## config.mk

```make
export PLATFORM = sky130hd
export DESIGN_NAME = instr_fetch_unit
export DESIGN_NICKNAME = d
export VERILOG_FILES = /design/src/rtl/instr_fetch_unit.sv
export SDC_FILE = /design/constraint.sdc
export NUM_CORES = 1
export LEC_CHECK = 0
export BUFFER_PORTS_ARGS = -buffer_cell sky130_fd_sc_hd__buf_4
export CORE_MARGIN = 4
export CORE_UTILIZATION = 48
export DETAILED_ROUTE_END_ITERATION = 16
export PLACE_DENSITY = 0.8
export SYNTH_ARGS = -nofsm -noshare
export SYNTH_HDL_FRONTEND = slang
export SYNTH_SLANG_ARGS = --single-unit
```

## constraint.sdc

```tcl
create_clock -name CLK -period 2.1 [get_ports CLK]
set_input_delay 0.21 -clock CLK [delete_from_list [all_inputs] [get_ports CLK]]
set_output_delay 0.21 -clock CLK [all_outputs]
set_load 0.05 [all_outputs]
```

## src/rtl/instr_fetch_unit.sv

```systemverilog
// Instruction fetch stage: owns the PC, runs the instruction-memory read handshake and holds the IR.
// Optional macro FETCH_TIMEOUT_EN aborts a stalled read after TIMEOUT request cycles and flags FETCH_ERR.
module instr_fetch_unit #(
  parameter int ADDR_WIDTH = 26,
  parameter int DATA_WIDTH = 32,
  parameter logic [ADDR_WIDTH-1:0] RESET_PC = 'h0001000,
  parameter int TIMEOUT = 15
) (
  input  logic                  CLK,
  input  logic                  RST,
  input  logic                  FETCH_START,
  input  logic                  PC_LOAD,
  input  logic [ADDR_WIDTH-1:0] PC_NEXT,
  output logic [ADDR_WIDTH-1:0] MEM_ADDR,
  output logic                  MEM_READ,
  input  logic [DATA_WIDTH-1:0] MEM_DATA,
  input  logic                  MEM_READY,
  output logic [DATA_WIDTH-1:0] INSTRUCTION,
  output logic                  IR_VALID,
  output logic [ADDR_WIDTH-1:0] PC,
  output logic [ADDR_WIDTH-1:0] PC_PLUS1,
  output logic                  BUSY,
  output logic                  FETCH_ERR
);

  typedef enum logic [1:0] {IDLE, REQ, HOLD} state_t;

  state_t                state;
  logic [ADDR_WIDTH-1:0] pc;
  logic [ADDR_WIDTH-1:0] pend_pc;
  logic                  pend_valid;
  logic                  timeout_hit;
  logic                  req_exit;

`ifdef FETCH_TIMEOUT_EN
  logic [3:0] count;
  logic       fetch_err;

  assign timeout_hit = !MEM_READY && (count == 4'(TIMEOUT - 1));
  assign FETCH_ERR   = fetch_err;

  // Counts request cycles that passed without read data; cleared whenever a read starts or ends.
  always_ff @(posedge CLK or negedge RST) begin
    if (!RST) begin
      count     <= '0;
      fetch_err <= 1'b0;
    end else if (state == REQ) begin
      if (req_exit) begin
        count     <= '0;
        fetch_err <= timeout_hit;
      end else begin
        count <= count + 4'd1;
      end
    end else if (FETCH_START) begin
      count     <= '0;
      fetch_err <= 1'b0;
    end
  end
`else
  assign timeout_hit = 1'b0;
  assign FETCH_ERR   = 1'b0;
`endif

  assign req_exit = MEM_READY || timeout_hit;
  assign MEM_ADDR = pc;
  assign PC       = pc;
  assign PC_PLUS1 = pc + ADDR_WIDTH'(1);

  // A PC load during a read is parked so MEM_ADDR stays stable; a load on the exit edge itself wins.
  always_ff @(posedge CLK or negedge RST) begin
    if (!RST) begin
      state       <= IDLE;
      pc          <= RESET_PC;
      pend_pc     <= '0;
      pend_valid  <= 1'b0;
      INSTRUCTION <= '0;
      IR_VALID    <= 1'b0;
      MEM_READ    <= 1'b0;
      BUSY        <= 1'b0;
    end else begin
      case (state)
        IDLE, HOLD: begin
          if (PC_LOAD) pc <= PC_NEXT;
          if (FETCH_START) begin
            state      <= REQ;
            MEM_READ   <= 1'b1;
            BUSY       <= 1'b1;
            IR_VALID   <= 1'b0;
            pend_valid <= 1'b0;
          end
        end
        REQ: begin
          if (req_exit) begin
            state       <= HOLD;
            INSTRUCTION <= MEM_READY ? MEM_DATA : '0;
            IR_VALID    <= 1'b1;
            MEM_READ    <= 1'b0;
            BUSY        <= 1'b0;
            pend_valid  <= 1'b0;
            if (PC_LOAD) pc <= PC_NEXT;
            else if (pend_valid) pc <= pend_pc;
          end else if (PC_LOAD) begin
            pend_pc    <= PC_NEXT;
            pend_valid <= 1'b1;
          end
        end
        default: state <= IDLE;
      endcase
    end
  end

endmodule

```

# Word level (Yosys, flattened, before mapping)
# Index checks and enable logic that the tools add are counted.
[word_totals] regBits=89 input_bits=63 out_inout_bits=114 wordCells=42
[classes] n_addsub=1 n_eq_ne=7 mux=17 n_bitwise=1 reduce_logical=9
[ops] cell="$mux 26" n=4
[ops] cell="$pmux 26 s2" n=1
[ops] cell="$add 26x1->26 const B" n=1
[ops] cell="$reduce_and 3->1" n=3
[ops] cell="$mux 1" n=6
[ops] cell="$ne 2x2->1 const B" n=3
[ops] cell="$ne 3x3->1 const B" n=2
[ops] cell="$pmux 1 s2" n=3
[ops] cell="$mux 2" n=2
[ops] cell="$pmux 2 s2" n=1
[ops] cell="$reduce_and 2->1" n=2
[ops] cell="$reduce_and 4->1" n=1
[ops] cell="$eq 2x1->1 const B" n=1
[ops] cell="$eq 2x2->1 const B" n=1
[ops] cell="$logic_not 2->1" n=1
[ops] cell="$reduce_bool 2->1" n=1
[ops] cell="$reduce_or 2->1" n=1
[ops] cell="$not 1->1" n=1

# Logic depth before layout (Yosys ltp)
# Gate-level depths: netlist of the first run.
[logic_depth] depth_word=4 ltp_mapped=6

# Least setup slack after synthesis of the first run
# No wires, ideal clock.
[synth_path] kind="reg-to-output" start="register pc[0], in the netlist MEM_ADDR[0]" end="output PC_PLUS1[24]" t_arrival_ns=2.466 slack_ns=-0.576 stages_incl_launch_ff=6 path_buffers=0 cell_sequence="dfrtp_1 > ha_1 > nand4_1 > nor2_1 > nand4_1 > xnor2_1"
[synth_between] elab_chain_cells=1
[synth_rtl] item="start, declared" line="29" text="logic [ADDR_WIDTH-1:0] pc;"
[synth_rtl] item="start signal, assigned" line="101" text="else if (pend_valid) pc <= pend_pc;"
[synth_rtl] item="$add 26x1->26" line="67" text="assign PC_PLUS1 = pc + ADDR_WIDTH'(1);"
[synth_rtl] item="end, declared" line="21" text="output logic [ADDR_WIDTH-1:0] PC_PLUS1,"
# Every way passes these cells.

# Worst setup path in the final report of the first run
[layout_path] start="register pc[12], in the netlist MEM_ADDR[12]" end="output PC_PLUS1[21]"
# Same word-level chain as after synthesis.

==> results.md, run 1 <==
* Status: finished with violations
* Failing checks: negative setup slack
* Wire length per cell at 16.99 microns
* Final-report hold violation count at 0
* CP most frequent cell: nand4_1
* DRC Markers at 0
* Least-Margin Pin Slew at 750.4 ps
* Simple-gate share of the synthesized area at 0.1015
* Via count at 3389
* Post-synthesis cell area at 0.004304 sq mm
* Die Y at 102.7 microns
* Post-synth EDFFs at 0
* First-pass detailed-route iteration total at 4
* Mapped Cells at 359
* Initial core utilization at 0.4935
* P_int at 5.584 mW
* Rel. slew slack at 0.4997
* P_leak at 2.992 nW
* HPWL Detailed at 7.827 mm
* Clock group share of total power at 0.117
* Distinct cells, synth at 34
* Top cells by area, synth: dfrtp_1 (51%), mux2_2 (15%), mux2i_1 (6.0%), buf_4 (5.1%), xnor2_1 (3.7%)
* Cts bufs inserted at 9
* Final worst-path cycle share at 1.137
* Worst endpoint required time at 1890 ps
* Vias per inst at 5.119
* Worst Skew at 7.118 ps
* Yosys Warn Count at 0
* Max FO, Critical Path at 6
* Multiplexer area fraction after synthesis at 0.2122
* Post-synthesis async set-or-reset flop share at 1.000
* Net Switching at 5.694 mW
* Hold depth at 2
* First-pass GRT wire length at 16.56 mm
* Critical path cell sequence: nand4_1, nor4_4, buf_4, nand4_1, xnor2_4, buf_6
* Final wirelength at 11.25 mm
* Site row count at 34
* Switching portion of total power at 0.5049
* Yosys reg bits at 89
* Cell type group with the largest total delay on the critical path: flip-flops
* Largest net degree at the start of global routing at 59
* Min cycle time layout at 2388 ps
* Peak Freq at 0.4188 GHz
* Post-Syn Nets at 423
* Top_reg_cell synth: dfrtp_1
* H-tree Lvls at 3
* Startpoint types: register
* Die area at 0.01055 sq mm
* Layout cells sized above 1 at 0.6372
* Hold endpoint: state[1]
* Final Max Slew Viols at 0
* Setup Viol. Count Final at 16
* Synth top cells by count: dfrtp_1 (88), mux2_2 (58), nor2_1 (35)
* Hold wc startpoint: FETCH_START
* Final WS setup at -287.8 ps
* Mapped Avg Cell Area at 11.99 sq um
* Crit-path max cell delay at 640 ps
* Worst Setup End Kind: primary output
* GRT overflow at 0
* Largest family of logic cells by synthesized area: multiplexers
* Hold_ws at 57.01 ps
* Synth top area share at 0.5116
* Hold Crit Class: input port to register
* Complex-gate fraction of the synthesized area at 0.04215
* Pwr/cell area at 1710 mW/mm^2
* Final Util at 0.7564
* Post-Synth XOR/XNOR Area at 0.04884
* Synth Area in Adders at 0.002907
* Sink Count at 89
* Reg-to-Reg End: pend_pc[14]
* Antenna Violating Nets Remaining at 0
* Bufs on Longest Clock Path at 2
* Most instantiated library cell after synthesis: dfrtp_1
* Root buffer cell: clkbuf_8
* Die W at 102.7 microns
* CTS tree: built
* GPL Wtd Cong at 0.7818
* Max cap viols at 0
* Port buffer count at 175
* Reg clk slew, reported paths at 80 ps
* # diodes at 0
* Clock latency on the worst-skew pair at 350 ps
* Number of antenna violations at the first check in global routing at 0
* Reg-to-reg setup timing slack at 470 ps
* Worst EP arrival at 2180 ps
* R2R depth at 4
* RR Startpoint: state[0]
* Combinational Power Share at 0.605
* GRT Total Usage at 0.2024
* Worst-case vdd ir drop at 1.137 mV
* # IOs at 177
* Slowest cell on crit path: dfstp_4
* Vias in the first global route at 3445
* Sequential power share at 0.278
* RSZ-0062 raised after global routing: yes
* WP buf/inv at 2
* Total power at 11.28 mW
* Starting DRT DRC Count at 91
* WS Path Type: register to primary output
* NumNets Final at 613
* Area delta synth->final at 53.26%
* Core Area at 0.008721 sq mm
* Register area share after synthesis at 0.5177
* Synth area leader: dfrtp_1
-- flip-flops by register name (all words and copies together) (netlist names) --
register,flops
INSTRUCTION,32
MEM_ADDR,26
pend_pc,26
state,2
BUSY,1
IR_VALID,1
pend_valid,1
-- what timing repair did --
action | CTS | global route
hold buffers | 1 | 0
hold endpoints to repair | 56 | 0
endpoints found under the setup margin | 17 | 19
gates resized for setup | 30 | 10
buffers inserted | 13 | 19
pin swaps | 9 | 6
-- how the worst max path moves through the flow --
stage,end,depth (start not counted),startpoint
finish,PC_PLUS1[21],6,MEM_ADDR[12]
global route,PC_PLUS1[21],6,MEM_ADDR[12]
CTS,PC_PLUS1[21],6,MEM_ADDR[12]
detailed placement,PC_PLUS1[21],5,MEM_ADDR[12]
global placement,PC_PLUS1[21],5,MEM_ADDR[12]
floorplan,PC_PLUS1[24],4,MEM_ADDR[17]
-- kinds of logic (layout without fill, tap and decap cells) --
kind of cell	count (synthesis)	in the layout
other cells	1	1
compound gates	34	34
fa+ha+maj	1	1
flops	89	89
simple gates	80	80
buf+inv	46	241
xor+xnor	24	24
mux	84	84
-- layout by cell type (no fill, tap or decap), types with 2 or more instances in the layout --
| master | n |
|---|---|
| buf_4 | 195 |
| bufinv_16 | 2 |
| nor3_1 | 2 |
| nor3_4 | 2 |
| and4_1 | 2 |
| dfrtp_2 | 16 |
| dfrtp_1 | 72 |
| xor2_2 | 5 |
| nand4_1 | 6 |
| xnor2_1 | 3 |
| and3_1 | 2 |
| a21oi_1 | 30 |
| nand3_1 | 6 |
| inv_1 | 4 |
| buf_12 | 4 |
| nor2_1 | 33 |
| nor4_4 | 3 |
| mux2i_1 | 26 |
| nand3_4 | 7 |
| xnor2_4 | 9 |
| buf_6 | 21 |
| mux2_2 | 58 |
| clkinvlp_4 | 3 |
| nand2_1 | 7 |
| clkbuf_8 | 10 |
| xnor2_2 | 6 |
| nor2_4 | 2 |
-- power groups by stage --
stage                     combinational, mW  clock (mW)  sequential (mW)
final                                  6.83        1.32             3.13
after global routing                   7.13        1.41             3.23
after CTS                              6.56        1.35             3.17
after detailed placement               6.37           0             3.20
after global placement                 6.29           0             3.12
after floorplan                        3.12           0             4.73
-- per-stage QoR --
step | instances | TNS [ps] | area (sq um) | setup WS (ps)
after floorplan | 359 | -372.2 | 4624 | -96.57
after global routing | 662 | -4013 | 6596 | -402.7
after detailed placement | 613 | -3.124 | 5926 | -3.124
after CTS | 643 | -2100 | 6400 | -250.8
after global placement | 613 | 0 | 5926 | 50.23
final | 662 | -2233 | 6596 | -287.8
-- metal layers --
metal	wire length (microns)	up-vias	part of all wire	track usage
li1	-	1606	-	-
met1	4160	1618	0.37	0.2372
met2	5777	145	0.51	0.3476
met3	1055	20	0.094	0.05954
met4	257	0	0.023	0.08375
met5	0	-	0	0
-- final cells by class --
cell class,instances,area (sq um)
multi-input combinational,224,2175
clock inverter,6,91.34
clock buffer,10,137.6
timing repair buffer,221,1790
sequential,89,2252
fill,575,2125
inverter,4,15.01
tap,108,135.1
No activity file was read; power rests on OpenSTA's default activity.
==> run 2: changes to the inputs <==
--- a/config.mk
+++ b/config.mk
@@ -5,10 +5,12 @@
 export SDC_FILE = /design/constraint.sdc
 export NUM_CORES = 1
 export LEC_CHECK = 0
+export ABC_AREA = 1
 export BUFFER_PORTS_ARGS = -buffer_cell sky130_fd_sc_hd__buf_4
 export CORE_MARGIN = 4
-export CORE_UTILIZATION = 48
+export CORE_UTILIZATION = 49
 export DETAILED_ROUTE_END_ITERATION = 16
+export GPL_ROUTABILITY_DRIVEN = 0
 export PLACE_DENSITY = 0.8
 export SYNTH_ARGS = -nofsm -noshare
 export SYNTH_HDL_FRONTEND = slang
==> run 2 against run 1 <==
Die area grew 3.9%. Maximum frequency grew 10%. Register-to-register slack lost 110 ps. Critical endpoint is now PC_PLUS1[17]. Largest cell class unchanged. Final cell count grew 33%. Sequential share of layout area grew 0.17 points. Flip-flop and latch count is the same. The flow still finishes with violations (negative setup slack).
==> results.md, run 2 <==
* Routed wl met3 at 1.185 mm (was 1.055 mm)
* Die Y at 104.7 microns (was 102.7 microns)
* # diodes at 0 (unchanged)
* Final wirelength at 12.76 mm (was 11.25 mm)
* Final worst-path cycle share at 1.032 (was 1.137)
* Max FO, Critical Path at 5 (was 6)
* Yosys Warn Count at 0 (unchanged)
* Hold Crit Class: input port to register (unchanged)
* Crit-path max cell delay at 580 ps (was 640 ps)
* Core Area at 0.009153 sq mm (was 0.008721 sq mm)
* Final-report hold violation count at 0 (unchanged)
* Peak Freq at 0.4614 GHz (was 0.4188 GHz)
* NumNets Final at 827 (was 613)
* Slowest cell on crit path: dfstp_2 (was dfstp_4)
* Fillers at 685 (was 575)
* Site row count at 35 (was 34)
* Final Util at 0.7148 (was 0.7564)
* Final WS setup at -67.37 ps (was -287.8 ps)
* RSZ-0062 raised after global routing: yes (unchanged)
* Register area share after synthesis at 0.4866 (was 0.5177)
* Layout cells sized above 1 at 0.3698 (was 0.6372)
* Failing checks: negative setup slack (unchanged)
* Yosys reg bits at 89 (unchanged)
* Top cells by area, synth: dfrtp_1 (48%), nand2_1 (17%), nand3_1 (6.4%), o21ai_0 (5.9%), buf_4 (5.1%) (was dfrtp_1 (51%), mux2_2 (15%), mux2i_1 (6.0%), buf_4 (5.1%), xnor2_1 (3.7%))
* Post-Syn Nets at 665 (was 423)
* Vias per inst at 5.036 (was 5.119)
* Dpl cell area at 0.005972 sq mm (was 0.005926 sq mm)
* Hold depth at 3 (was 2)
* First-pass detailed-route iteration total at 4 (unchanged)
* Worst endpoint required time at 1890 ps (about the same)
* Min cycle time layout at 2167 ps (was 2388 ps)
* Root buffer cell: clkbuf_8 (unchanged)
* Initial core utilization at 0.5003 (was 0.4935)
* Post-synthesis async set-or-reset flop share at 1.000 (unchanged)
* Worst Skew at 14.68 ps (was 7.118 ps)
* Synth area leader: dfrtp_1 (unchanged)
* Most frequent cells in the layout: nand2_1 (191), buf_4 (187), dfrtp_1 (75) (was buf_4 (195), dfrtp_1 (72), mux2_2 (58))
* Via count at 4427 (was 3389)
* DRC Markers at 0 (unchanged)
* Setup TNS at -120.8 ps (was -2233 ps)
* Post-synth EDFFs at 0 (unchanged)
* GRT overflow at 0 (unchanged)
* Number of flip-flops under the largest register name at 32 (unchanged)
* HPWL Detailed at 9.056 mm (was 7.827 mm)
* # IOs at 177 (unchanged)
* Cts bufs inserted at 9 (unchanged)
* Multi-input gate area at 0.002102 sq mm (was 0.002175 sq mm)
* Reg clk slew, reported paths at 80 ps (about the same)
* Final Max Slew Viols at 0 (unchanged)
* Max cap viols at 0 (unchanged)
* Vias in the first global route at 4091 (was 3445)
* FF+latch area at 0.002245 sq mm (was 0.002252 sq mm)
* Top Metal Used: met4 (unchanged)
* Area delta synth->final at 42.87% (was 53.26%)
* CTS tree: built (unchanged)
* Startpoint types: register (unchanged)
* First-pass GRT wire length at 19.74 mm (was 16.56 mm)
* Worst EP arrival at 1960 ps (was 2180 ps)
* Starting DRT DRC Count at 199 (was 91)
* Biggest register: INSTRUCTION (unchanged)
* Synth top area share at 0.4809 (was 0.5116)
* Antenna Violating Nets Remaining at 0 (unchanged)
* H-tree Lvls at 3 (unchanged)
* Post-synthesis cell area at 0.004579 sq mm (was 0.004304 sq mm)
* Bufs on Longest Clock Path at 2 (unchanged)
* Most common cell after layout, fill and taps aside: nand2_1 (was buf_4)
* Mapped Avg Cell Area at 7.620 sq um (was 11.99 sq um)
* Largest net degree at the start of global routing at 53 (was 59)
* Rel. slew slack at 0.5791 (was 0.4997)
* GRT Total Usage at 0.2193 (was 0.2024)
* M1 WL at 5.014 mm (was 4.160 mm)
* Pre-CTS setup slack at 201.7 ps (was -3.124 ps)
* Sink Count at 89 (unchanged)
* Synth top cells by count: nand2_1 (205), dfrtp_1 (88), nand3_1 (59) (was dfrtp_1 (88), mux2_2 (58), nor2_1 (35))
* Worst Setup End Kind: primary output (unchanged)
* R2R depth at 7 (was 4)
* Critical path cell sequence: nand2_1, nor2_1, nand2_1, nor2_4, nand3_1, nand2_2, buf_6 (was nand4_1, nor4_4, buf_4, nand4_1, xnor2_4, buf_6)
* Clock latency on the worst-skew pair at 350 ps (about the same)
* CP most frequent cell: nand2_1 (was nand4_1)
* Status: finished with violations (unchanged)
* Met2 routed WL at 6.401 mm (was 5.777 mm)
* WS Path Type: register to primary output (unchanged)
* Die W at 104.7 microns (was 102.7 microns)
* Mapped Cells at 601 (was 359)
* Die area at 0.01096 sq mm (was 0.01055 sq mm)
* Least-Margin Pin Slew at 631.4 ps (was 750.4 ps)
* Top_reg_cell synth: dfrtp_1 (unchanged)
* Number of antenna violations at the first check in global routing at 0 (unchanged)
* Reg-to-reg setup timing slack at 360 ps (was 470 ps)
* Design Area, Final at 0.006543 sq mm (was 0.006596 sq mm)
* Setup Viol. Count Final at 2 (was 16)
* Port buffer count at 175 (unchanged)
* Wire length per cell at 14.52 microns (was 16.99 microns)
* Distinct cells, synth at 27 (was 34)
* Most instantiated library cell after synthesis: nand2_1 (was dfrtp_1)
## run 2: cell count changes after synthesis, moves of 9 or more
cell     before  now
nand3_1      13   59
mux2i_1      26    0
nand2_1       9  205
xor2_1        6   15
o21ai_0       0   54
a21oi_1      30   14
inv_1         4   49
mux2_2       58    0
xnor2_1      18    0
## run 2: path summary, 6_finish.rpt
path	start	to
min reg2reg	INSTRUCTION[27]	INSTRUCTION[27]
max in group asynchronous	RST	MEM_ADDR[22]
max	MEM_ADDR[12]	PC_PLUS1[17]
min	MEM_DATA[13]	INSTRUCTION[13]
max reg2reg	state[0]	MEM_ADDR[14]
min in group asynchronous	RST	pend_pc[20]
## run 2: kinds of logic after synthesis
kind of cell,after synthesis,synth area share
flip-flops,89,0.4866
AO/OA/AOI/OAI,71,0.07787
AND/OR/NAND/NOR,320,0.2904
buffers and inverters,104,0.1128
XOR/XNOR,15,0.02869
other,1,0.0008189
adder cells (fa/ha/maj),1,0.002732
## run 2: final cells by class
class                           count  share of cell area
Clock inverter                      6             0.01721
Sequential cell                    89              0.3431
Inverter                           51             0.02983
Tap cell                          111             0.02123
Multi-Input combinational cell    408              0.3213
Clock buffer                       10             0.02104
Timing Repair Buffer              204              0.2463
## run 2: worst max-delay path, delay by kind of cell (launching register included)
family | cells | cell delay, ps
and+or+nand+nor | 6 | 880
buffers and inverters | 1 | 160
DFF | 1 | 580
## run 2: timing repair
| action | in CTS | in global routing |
|---|---|---|
| resized for setup | 24 | 29 |
| cloned | 0 | 0 |
| hold endpoints to repair | 45 | 0 |
| hold buffers | 1 | 0 |
| setup endpoints to repair | 15 | 15 |
| buffers inserted | 3 | 15 |
| pin swaps | 4 | 11 |
## run 2: layer usage
| metal | GRT usage | vias up |
|---|---|---|
| li1 | - | 2162 |
| met1 | 0.2783 | 2043 |
| met2 | 0.3644 | 209 |
| met3 | 0.07165 | 13 |
| met4 | 0.05530 | 0 |
| met5 | 0 | - |
## run 2: through the flow
| step | hold WS [ps] | std cells |
|---|---|---|
| after CTS | 86.92 | 864 |
| final | 96.07 | 879 |
| after global placement | 266.6 | 844 |
| after floorplan | -85.59 | 601 |
| after detailed placement | 272.0 | 844 |
| after global routing | 81.87 | 879 |
Power of run 2 is not shown: default switching activity piles up to over one toggle a cycle in this logic, so the estimate is an artifact.
==> run 3: changes to the inputs <==
--- a/config.mk
+++ b/config.mk
@@ -8,10 +8,10 @@
 export ABC_AREA = 1
 export BUFFER_PORTS_ARGS = -buffer_cell sky130_fd_sc_hd__buf_4
 export CORE_MARGIN = 4
-export CORE_UTILIZATION = 49
+export CORE_UTILIZATION = 45
 export DETAILED_ROUTE_END_ITERATION = 16
 export GPL_ROUTABILITY_DRIVEN = 0
-export PLACE_DENSITY = 0.8
+export PLACE_DENSITY = 0.75
 export SYNTH_ARGS = -nofsm -noshare
 export SYNTH_HDL_FRONTEND = slang
 export SYNTH_SLANG_ARGS = --single-unit
==> run 3 against run 2 <==
The run still ends with negative setup slack left. Core utilization decreased by 5.5 points. Critical path depth unchanged. Register-to-register slack improved by 40 ps. Via count decreased by 0.18%. Non-clock buffer count increased by 2. Die area increased by 8.2%. Final cell count increased by 2.7%. First-iteration DRC count increased by 24%. Maximum frequency increased by 1.9%. Critical endpoint is now PC_PLUS1[15]. Largest cell class unchanged.
==> results.md, run 3 (synthesis gave the netlist of run 2 again) <==
* GRT overflow at 0 (unchanged)
* Failing checks: negative setup slack (unchanged)
* Hold_ws at 91.69 ps (was 96.07 ps)
* WS Path Type: register to primary output (unchanged)
* Rel. slew slack at 0.5269 (was 0.5791)
* Starting DRT DRC Count at 247 (was 199)
* Design Area, Final at 0.006510 sq mm (was 0.006543 sq mm)
* Cts bufs inserted at 9 (unchanged)
* Least-Margin Pin Slew at 709.6 ps (was 631.4 ps)
* Root buffer cell: clkbuf_8 (unchanged)
* Status: finished with violations (unchanged)
* Max cap viols at 0 (unchanged)
* Final-report hold violation count at 0 (unchanged)
* Final Max Slew Viols at 0 (unchanged)
* Antenna Violating Nets Remaining at 0 (unchanged)
* Pre-CTS setup slack at 126.9 ps (was 201.7 ps)
* NumNets Final at 829 (was 827)
* RSZ-0062 raised after global routing: yes (unchanged)
* # diodes at 0 (unchanged)
* Port buffer count at 175 (unchanged)
* Die area at 0.01185 sq mm (was 0.01096 sq mm)
* Most frequent cells in the layout: buf_4 (194), nand2_1 (192), dfrtp_1 (78) (was nand2_1 (191), buf_4 (187), dfrtp_1 (75))
* CP most frequent cell: nand2_1 (unchanged)
* Worst endpoint required time at 1890 ps (about the same)
* Setup Viol. Count Final at 2 (unchanged)
* Worst Skew at 11.01 ps (was 14.68 ps)
* Dpl cell area at 0.005992 sq mm (was 0.005972 sq mm)
* Biggest register: INSTRUCTION (unchanged)
* First-pass GRT wire length at 20.20 mm (was 19.74 mm)
* Die W at 108.9 microns (was 104.7 microns)
* Vias in the first global route at 4224 (was 4091)
* Min cycle time layout at 2127 ps (was 2167 ps)
* Peak Freq at 0.4701 GHz (was 0.4614 GHz)
* Area delta synth->final at 42.16% (was 42.87%)
* HPWL Detailed at 9.453 mm (was 9.056 mm)
* H-tree Lvls at 3 (unchanged)
* Worst Setup End Kind: primary output (unchanged)
* Wire length per cell at 14.36 microns (was 14.52 microns)
* GRT Total Usage at 0.2151 (was 0.2193)
* Final WS setup at -27.34 ps (was -67.37 ps)
* Cell type group with the largest total delay on the critical path: simple AND/OR/NAND/NOR gates (unchanged)
* Clock latency on the worst-skew pair at 350 ps (about the same)
* Reg clk slew, reported paths at 90 ps (was 80 ps)
* Largest net degree at the start of global routing at 54 (was 53)
* Final Util at 0.6599 (was 0.7148)
* Hold Crit Class: input port to register (unchanged)
* Vias per inst at 4.894 (was 5.036)
* Critical path cell sequence: nand2_1, nor2_1, nand2_1, nor2_4, buf_12, xor2_4, buf_6 (was nand2_1, nor2_1, nand2_1, nor2_4, nand3_1, nand2_2, buf_6)
* Most common cell after layout, fill and taps aside: buf_4 (was nand2_1)
* Max FO, Critical Path at 6 (was 5)
* Final worst-path cycle share at 1.013 (was 1.032)
* WP buf/inv at 2 (was 1)
* Startpoint types: register (unchanged)
* Slowest cell on crit path: dfrtp_2 (was dfstp_2)
* Crit-path max cell delay at 460 ps (was 580 ps)
* # IOs at 177 (unchanged)
* Site row count at 36 (was 35)
* Final wirelength at 12.97 mm (was 12.76 mm)
* Core Area at 0.009864 sq mm (was 0.009153 sq mm)
* Layout cells sized above 1 at 0.3675 (was 0.3698)
* Die Y at 108.9 microns (was 104.7 microns)
* Number of flip-flops under the largest register name at 32 (unchanged)
* Initial core utilization at 0.4642 (was 0.5003)
* Bufs on Longest Clock Path at 2 (unchanged)
* Via count at 4419 (was 4427)
* DRC Markers at 0 (unchanged)
* Sink Count at 89 (unchanged)
* Number of antenna violations at the first check in global routing at 0 (unchanged)
* CTS tree: built (unchanged)
* Worst EP arrival at 1920 ps (was 1960 ps)
* First-pass detailed-route iteration total at 4 (unchanged)
## run 3: cell types whose count changed in the layout (fill, tap and decap cells not counted), sizes merged
cell	before	now
buf	203	205
bufinv	3	1
clkinvlp	1	4
inv	51	50
## run 3: routing by layer
layer,up-vias,wire [microns],track usage
met2,190,6165,0.3557
met5,-,0,0
met3,16,1263,0.06927
li1,2161,-,-
met4,0,159,0.05591
met1,2052,5378,0.2727
## run 3: final cells by class
type	count	area, sq um
Fill cell	823	3354
Sequential cell	89	2241
Multi-Input combinational cell	408	2087
Timing Repair Buffer	206	1617
Inverter	51	195.2
Tap cell	133	166.4
Clock buffer	10	137.6
Clock inverter	6	66.31
## run 3: repair_timing
item,4_1_cts,5_1_grt
resized for setup,20,22
buffers inserted,7,14
hold endpoints to repair,51,0
hold buffers,1,0
pin swaps,4,16
endpoints found under the setup margin,13,15
## run 3: metrics by stage
step | setup TNS, ps | instances
6_report | -32.35 | 903
5_1_grt | -722.3 | 903
4_1_cts | -6.423 | 889
3_5_place_dp | 0 | 865
3_3_place_gp | 0 | 865
2_1_floorplan | -218.2 | 601
## run 3: worst min-delay path: stages
cell,delay [ps]
buf_4,80
nand3_1,60
nand2_1,60
## run 3: worst paths after layout
check | startpoint | endpoint | slack, ps | depth (start not counted)
min in group asynchronous | RST | pend_pc[16] | 440 | 2
max in group asynchronous | RST | INSTRUCTION[17] | 1040 | 3
worst min-delay path | MEM_DATA[1] | INSTRUCTION[1] | 90 | 3
worst min register to register | INSTRUCTION[26] | INSTRUCTION[26] | 480 | 2
worst max-delay path | MEM_ADDR[10] | PC_PLUS1[15] | -30 | 7
worst max register to register | state[0] | MEM_ADDR[9] | 400 | 8
Power of run 3 is left out for the same reason.
